===== config.mk =====
export PLATFORM = sky130hd
export DESIGN_NAME = cricket_scorer
export DESIGN_NICKNAME = d
export VERILOG_FILES = /design/src/rtl/cricket_scorer.sv
export SDC_FILE = /design/constraint.sdc
export NUM_CORES = 1
export LEC_CHECK = 0
export BUFFER_PORTS_ARGS = -buffer_cell sky130_fd_sc_hd__buf_2
export CELL_PAD_IN_SITES_DETAIL_PLACEMENT = 0
export CELL_PAD_IN_SITES_GLOBAL_PLACEMENT = 2
export CORE_ASPECT_RATIO = 1.25
export CORE_MARGIN = 2
export CORE_UTILIZATION = 35
export CTS_CLUSTER_SIZE = 16
export DETAILED_ROUTE_END_ITERATION = 10
export PLACE_DENSITY_LB_ADDON = 0.1
export SLEW_MARGIN = 25
export SYNTH_ARGS = -nofsm -noshare
export SYNTH_HDL_FRONTEND = slang
export SYNTH_SLANG_ARGS = --single-unit

===== constraint.sdc =====
create_clock -name clk_fpga -period 3.2 [get_ports clk_fpga]
set_input_delay 0.48 -clock clk_fpga [delete_from_list [all_inputs] [get_ports clk_fpga]]
set_output_delay 0.48 -clock clk_fpga [all_outputs]
set_load 0.005 [all_outputs]

===== src/rtl/cricket_scorer.sv =====
// Single-innings cricket scorer: each bowl rising edge draws one delivery outcome from rand_num
// and updates runs, wickets, balls and overs until the innings closes.
module cricket_scorer #(
  parameter int unsigned MAX_OVERS   = 2,
  parameter int unsigned MAX_WICKETS = 10
) (
  input  logic       clk_fpga,
  input  logic       reset,
  input  logic [3:0] rand_num,
  input  logic       bowl,
  input  logic       new_innings,
  output logic       busy,
  output logic       outcome_valid,
  output logic [3:0] outcome_code,
  output logic [9:0] runs_total,
  output logic [3:0] wickets,
  output logic [2:0] balls_in_over,
  output logic [3:0] overs,
  output logic       innings_over
);

  localparam logic [3:0] MaxOvers   = 4'(MAX_OVERS);
  localparam logic [3:0] MaxWickets = 4'(MAX_WICKETS);

  typedef enum logic [1:0] {StIdle, StDecode, StReport, StDone} state_e;

  state_e      state_q, state_d;
  logic        bowl_q;
  logic [3:0]  rand_q, rand_d;
  logic [3:0]  code_q, code_d;
  logic [9:0]  runs_q, runs_d;
  logic [3:0]  wickets_q, wickets_d;
  logic [2:0]  balls_q, balls_d;
  logic [3:0]  overs_q, overs_d;

  logic        rise;
  logic [3:0]  dec_code;
  logic [2:0]  dec_runs;
  logic        dec_legal;
  logic        dec_wicket;
  logic [10:0] run_sum;

  assign rise = bowl & ~bowl_q;

  always_comb begin
    dec_code = 4'd0;
    dec_runs = 3'd0;
    case (rand_q)
      4'd0, 4'd1, 4'd2:         begin dec_code = 4'd0; dec_runs = 3'd0; end
      4'd3, 4'd4, 4'd5, 4'd6:   begin dec_code = 4'd1; dec_runs = 3'd1; end
      4'd7, 4'd8, 4'd9:         begin dec_code = 4'd2; dec_runs = 3'd2; end
      4'd10:                    begin dec_code = 4'd3; dec_runs = 3'd3; end
      4'd11:                    begin dec_code = 4'd4; dec_runs = 3'd4; end
      4'd12:                    begin dec_code = 4'd5; dec_runs = 3'd6; end
      4'd13:                    begin dec_code = 4'd6; dec_runs = 3'd1; end
      4'd14:                    begin dec_code = 4'd7; dec_runs = 3'd1; end
      default:                  begin dec_code = 4'd8; dec_runs = 3'd0; end
    endcase
    dec_legal  = (dec_code != 4'd6) && (dec_code != 4'd7);
    dec_wicket = (dec_code == 4'd8);
    run_sum    = {1'b0, runs_q} + 11'(dec_runs);
  end

  always_comb begin
    state_d   = state_q;
    rand_d    = rand_q;
    code_d    = code_q;
    runs_d    = runs_q;
    wickets_d = wickets_q;
    balls_d   = balls_q;
    overs_d   = overs_q;
    unique case (state_q)
      StIdle, StDone: begin
        if (new_innings) begin
          state_d   = StIdle;
          code_d    = 4'd0;
          runs_d    = 10'd0;
          wickets_d = 4'd0;
          balls_d   = 3'd0;
          overs_d   = 4'd0;
        end else if (rise && (state_q == StIdle)) begin
          rand_d  = rand_num;
          state_d = StDecode;
        end
      end
      StDecode: begin
        code_d = dec_code;
        runs_d = run_sum[10] ? 10'd1023 : run_sum[9:0];
        if (dec_legal) begin
          if (balls_q == 3'd5) begin
            balls_d = 3'd0;
            overs_d = overs_q + 4'd1;
          end else begin
            balls_d = balls_q + 3'd1;
          end
        end
        if (dec_wicket) wickets_d = wickets_q + 4'd1;
        state_d = StReport;
      end
      StReport: begin
        state_d = ((overs_q == MaxOvers) || (wickets_q == MaxWickets)) ? StDone : StIdle;
      end
      default: state_d = StIdle;
    endcase
  end

  always_ff @(posedge clk_fpga) begin
    if (!reset) begin
      state_q   <= StIdle;
      bowl_q    <= 1'b1;  // a bowl held through reset must not look like a new request
      rand_q    <= 4'd0;
      code_q    <= 4'd0;
      runs_q    <= 10'd0;
      wickets_q <= 4'd0;
      balls_q   <= 3'd0;
      overs_q   <= 4'd0;
    end else begin
      state_q   <= state_d;
      bowl_q    <= bowl;
      rand_q    <= rand_d;
      code_q    <= code_d;
      runs_q    <= runs_d;
      wickets_q <= wickets_d;
      balls_q   <= balls_d;
      overs_q   <= overs_d;
    end
  end

  assign busy          = (state_q == StDecode) || (state_q == StReport);
  assign outcome_valid = (state_q == StReport);
  assign innings_over  = (state_q == StDone);
  assign outcome_code  = code_q;
  assign runs_total    = runs_q;
  assign wickets       = wickets_q;
  assign balls_in_over = balls_q;
  assign overs         = overs_q;

endmodule


==> flow_summary.ini, run 1 <==
[status]
status = completed

[layout]
drive_above_1_share = 0.2022
area_growth_syn_to_layout_pct = 17.46
seq_area_sq_um = 780.7
diodes = 0
utilization = 0.4220
fin_nets = 290
multi_input_comb_area_sq_um = 1104
fillCellCount = 568

[sta]
setup_viol = 0
rsz0062_at_grt = no
min_period_ps = 2262
slew_viol_final = 0
tightest_slew_ps = 569.8
hold_violations = 0
fin_setup_tns_ps = 0
worst_slew_margin_rel = 0.6201
clock_skew_ps = 3.441
setup_ws_ps = 938.5
max_clock_freq_mhz = 442.2
post-route-period-util = 0.7067

[route]
wl_met1_microns = 1964
vias = 1648
top_layer = met4
dr.pass1.iters = 5
postRouteAntennaNets = 0
wire_per_inst_microns = 12.88
initialDrtViolationCount = 92
vias_per_cell = 4.979
wl_met3_microns = 170
drt-total-wl_microns = 4264
wl_met2_microns = 2070
drcViolationCount = 0

[cts]
clock_sinks = 39
ctsHoldBuffers = 0
cts_buffer_depth = 2
clock_latency_ps = 290
clk_pin_slew_ps = 70
htreeDepth = 2
post_cts_buffers = 0
cts_resized = 0
ctsRootBufferMaster = clkbuf_8
numCtsBuffers = 5
tritoncts = built

[placed_design]
gp_congestion = 0.7406
dp_hpwl_microns = 3126
io_buffer_count = 35
post-place-ws_ps = 946.6

[yosys]
yosysTopAreaCell = dfxtp_1
netlist_instances = 226
synth_fp_nets = 250
syn_avg_cell_area_sq_um = 8.592
ys_top_cells_by_area = dfxtp_1 40%, ha_1 9.7%, nor2_1 6.0%
synth_edf_count = 0
synth-seq-area-share = 0.4021
syn_area_sq_um = 1942
synth_cell_types = 43
yosysTopAreaCellShare = 0.4021
synthFlopType = dfxtp_1
synth_seq_cells = 39
synthArstFlopShare = 0
yosysMostFrequentCell = dfxtp_1
ys_top_cells_by_count = 39 x dfxtp_1, 31 x nor2_1, 28 x nand2_1
synth_warnings = 0

[critical_path]
crit_family = simple AND/OR/NAND/NOR gates
cp_slowest_stage_delay_ps = 400
crit_type = reg2reg
r2r-start = state_q[0]
required_ps = 3400
r2r_setup_slack_ps = 940
reg2reg_depth = 9
path_buf_inv = 1
path_cells = inv_1, ha_1, nor2_2, nand2_2, mux2i_1, nor2_1, ha_1, nand2_1, a22oi_1
slowest_stage = ha_1
worstSetupEndpointType = register
r2r_end = dec_runs[0]
path_common_cell = ha_1
crit_path_start_kind = register
cp.arrival_ps = 2460
critPathMaxFanout = 7

[die]
die_x_microns = 70.62
ios = 36
fp.dieH_microns = 87.28
dieArea_sq_um = 6164
core_sq_um = 5405
rows = 30
start_util = 0.3593

[hold_path]
hp-start = bowl
whs_path_depth = 2
hold_end = bowl_q
min_path_type = in2reg

[global_route]
track_usage = 0.1494
grt_pass1_vias = 1543
grt_max_degree = 18
grt_overflow = 0
grt_pass1_wl_microns = 7210
antenna_found_initial = 0

[power_and_ir_drop]
peakVddDrop_uv = 166.4
leakagePower_nw = 0.9875
powerDensity_nw_per_um2 = 381.1

[run]
max_cap_violations = 0
-- kinds of logic after synthesis --
family	after synthesis	share of synthesized area
flops	39	0.4021
fa+ha+maj	16	0.1070
mux	9	0.05412
compound gates	53	0.1669
buf+inv	15	0.02963
simple gates	88	0.2133
xor+xnor	6	0.02706
-- flip-flops by register name, summed over array words and instances (netlist names) --
register / flops
dec_code: 4
bowl_q: 1
outcome_code: 4
rand_q: 4
balls_in_over: 3
state_q: 2
overs: 4
runs_total: 10
wickets: 4
dec_runs: 3
-- metal layers --
metal / up-vias / global-route usage
met5: - / 0
met4: 0 / 0.05146
met3: 5 / 0.04051
met2: 23 / 0.2521
met1: 753 / 0.1842
li1: 867 / -
-- worst max-delay path by stage --
| stage | slack (ps) | from | depth (start not counted) | endpoint |
|---|---|---|---|---|
| 4_1_cts | 920 | state_q[0] | 9 | dec_runs[0] |
| 2_1_floorplan | 1190 | state_q[0] | 10 | dec_code[0] |
| 3_5_place_dp | 950 | state_q[1] | 9 | dec_runs[0] |
| 3_3_place_gp | 980 | state_q[0] | 10 | dec_code[0] |
| 5_1_grt | 710 | state_q[0] | 10 | dec_code[1] |
| 6_report | 940 | state_q[0] | 9 | dec_runs[0] |
-- power by group --
part	leakage [nW]	total (mW)	internal (mW)	switching [mW]
Sequential	0.315	0.493	0.490	0.00344
Clock	0.0422	0.324	0.153	0.170
Combinational	0.630	0.0523	0.0194	0.0330
-- placed cells by master (no fill, tap or decap), types with 2 or more instances in the layout --
master	count
a21o_1	2
a21oi_1	18
a22oi_1	5
a31oi_1	5
buf_2	35
buf_4	3
clkbuf_1	2
clkbuf_8	5
dfxtp_1	39
ha_1	15
inv_1	8
mux2_2	2
mux2i_1	6
nand2_1	28
nand2b_1	2
nand3_1	5
nand3b_1	3
nand4_1	3
nor2_1	31
nor2b_1	3
nor3_1	3
o21a_1	2
o21ai_0	12
o22ai_1	2
o2bb2ai_1	3
xor2_1	5
-- layout make-up --
type / instances / share of cell area
clock inverters: 1 / 0.002194
repair buffers: 38 / 0.08667
flip-flops and latches: 39 / 0.3423
clock buffers: 7 / 0.03346
well taps: 64 / 0.03511
inverters: 10 / 0.01646
multi-input cells: 172 / 0.4838
-- through the flow --
stage	hold WS, ps	area [sq um]	power, mW	cells
2_1_floorplan	454.1	1942	0.5388	226
3_3_place_gp	466.3	2200	0.5597	323
3_5_place_dp	469.7	2200	0.5585	323
4_1_cts	372.9	2281	0.8889	331
5_1_grt	379.9	2281	0.9145	331
6_report	383.9	2281	0.8694	331
No activity file was read; power rests on OpenSTA's default activity.
==> run 2: changes to the inputs <==
--- a/config.mk
+++ b/config.mk
@@ -10,7 +10,7 @@
 export CELL_PAD_IN_SITES_GLOBAL_PLACEMENT = 2
 export CORE_ASPECT_RATIO = 1.25
 export CORE_MARGIN = 2
-export CORE_UTILIZATION = 35
+export CORE_UTILIZATION = 29
 export CTS_CLUSTER_SIZE = 16
 export DETAILED_ROUTE_END_ITERATION = 10
 export PLACE_DENSITY_LB_ADDON = 0.1
==> constraint.sdc (replaced) <==
create_clock -name clk_fpga -period 2 [get_ports clk_fpga]
set_input_delay 0.3 -clock clk_fpga [delete_from_list [all_inputs] [get_ports clk_fpga]]
set_output_delay 0.3 -clock clk_fpga [all_outputs]
set_load 0.005 [all_outputs]
==> flow_summary.ini, run 2 (synthesis gave the netlist of run 1 again) <==
[power_and_ir_drop]
seq_power_share = 0.499
power.switching_uw = 351.0
power.internal_mw = 1.232
powerDensity_nw_per_um2 = 629.7
peakVddDrop_uv = 304.3
clockPowerShare = 0.436
finalPower_mw = 1.583
power.share.combinational = 0.066
leakagePower_nw = 1.084
netSwitchingFraction = 0.2217

[layout]
finalNonFillerCells = 371
design_area_sq_um = 2514
final_cell_mix = 39 x dfxtp_1, 35 x buf_2, 30 x nor2_1
final_common_cell = dfxtp_1
fillCellCount = 733
largest_reg_flops = 10
utilization = 0.3853
fin_nets = 307
drive_above_1_share = 0.2817
area_growth_syn_to_layout_pct = 29.45
diodes = 0

[critical_path]
required_ps = 2180
crit_type = reg2reg
worstSetupEndpointType = register
reg2reg_depth = 8
critPathMaxFanout = 9
r2r-start = state_q[0]
r2r_end = dec_code[0]
r2r_setup_slack_ps = 120
cp-endpoint = dec_code[0]
cp.arrival_ps = 2060
critPathLaunch = state_q[0]
crit_path_start_kind = register

[placed_design]
post-place-ws_ps = 27.52
post_dp_cell_area_sq_um = 2351
dp_hpwl_microns = 3611
dp_cells = 362
io_buffer_count = 35
gp_congestion = 0.7799

[route]
postRouteAntennaNets = 0
initialDrtViolationCount = 53
wire_per_inst_microns = 12.72
dr.pass1.iters = 4
vias_per_cell = 4.660
drt-total-wl_microns = 4718
drcViolationCount = 0
vias = 1729

[cts]
clock_latency_ps = 290
clk_pin_slew_ps = 70
numCtsBuffers = 5
ctsRootBufferMaster = clkbuf_8
tritoncts = built
cts_buffer_depth = 2
htreeDepth = 2
ctsHoldBuffers = 0
clock_sinks = 39

[run]
max_cap_violations = 0

[sta]
slew_viol_final = 0
fin_setup_tns_ps = 0
min_period_ps = 1876
max_clock_freq_mhz = 533.2
clock_skew_ps = 10.72
whs_ps = 215.4
post-route-period-util = 0.9378
hold_violations = 0
tightest_slew_ps = 400.6
setup_ws_ps = 124.5
setup_viol = 0
worst_slew_margin_rel = 0.7301

[die]
rows = 33
die_x_microns = 77.19
fp.dieH_microns = 95.49
ios = 36
start_util = 0.2977
core_sq_um = 6524
dieArea_sq_um = 7371

[global_route]
grt_pass1_wl_microns = 7734
antenna_found_initial = 0
grt_max_degree = 14
grt_pass1_vias = 1697
track_usage = 0.1335
grt_overflow = 0

[status]
status = completed

[hold_path]
min_path_type = in2reg
-- run 2: changes by cell type in the layout (fill, tap and decap cells not counted), sizes merged --
cell / change
buf: +17
bufinv: +1
clkbuf: -1
-- run 2: critical path, cell delays in order (launching register included) --
cell and delay (ps):
dfxtp_1 330, inv_1 80, ha_4 150, and3b_1 210
nand2_2 130, buf_4 150, mux2i_4 360, mux2i_2 270
o2bb2ai_1 80
-- run 2: per-layer routing --
metal | track usage | vias up | part of all wire
li1 | - | 899 | -
met1 | 0.1613 | 801 | 0.45
met2 | 0.2312 | 23 | 0.50
met3 | 0.03220 | 6 | 0.033
met4 | 0.04911 | 0 | 0.013
met5 | 0 | - | 0
-- run 2: layout make-up --
type | instances | area (sq um) | area share
clock buffer | 6 | 82.58 | 0.03285
clock inverter | 2 | 35.03 | 0.01394
inverter | 10 | 37.54 | 0.01493
multi-input combinational | 172 | 1144 | 0.4550
sequential | 39 | 780.7 | 0.3106
tap | 87 | 108.9 | 0.04330
timing repair buffer | 55 | 325.3 | 0.1294
-- run 2: what timing repair did --
action                                 4_1_cts  5_1_grt
setup buffers                                0        1
endpoints found under the hold margin        0        0
resized for setup                            0       10
setup endpoints to repair                    0        9
-- run 2: worst min path at each step --
stage / start / depth (start not counted) / slack (ps) / to
after global routing: bowl / 2 / 220 / bowl_q
after detailed placement: runs_total[2] / 2 / 460 / runs_total[2]
after global placement: runs_total[2] / 2 / 470 / runs_total[2]
after floorplan: bowl / 1 / 400 / bowl_q
final: bowl / 2 / 220 / bowl_q
after CTS: bowl / 2 / 210 / bowl_q
-- run 2: power by group through the flow --
stage	Clock [mW]	Sequential, mW	Combinational [mW]
floorplan	0	0.807	0.0556
global placement	0	0.808	0.102
detailed placement	0	0.808	0.101
CTS	0.716	0.789	0.101
global route	0.745	0.791	0.116
finish	0.690	0.789	0.104
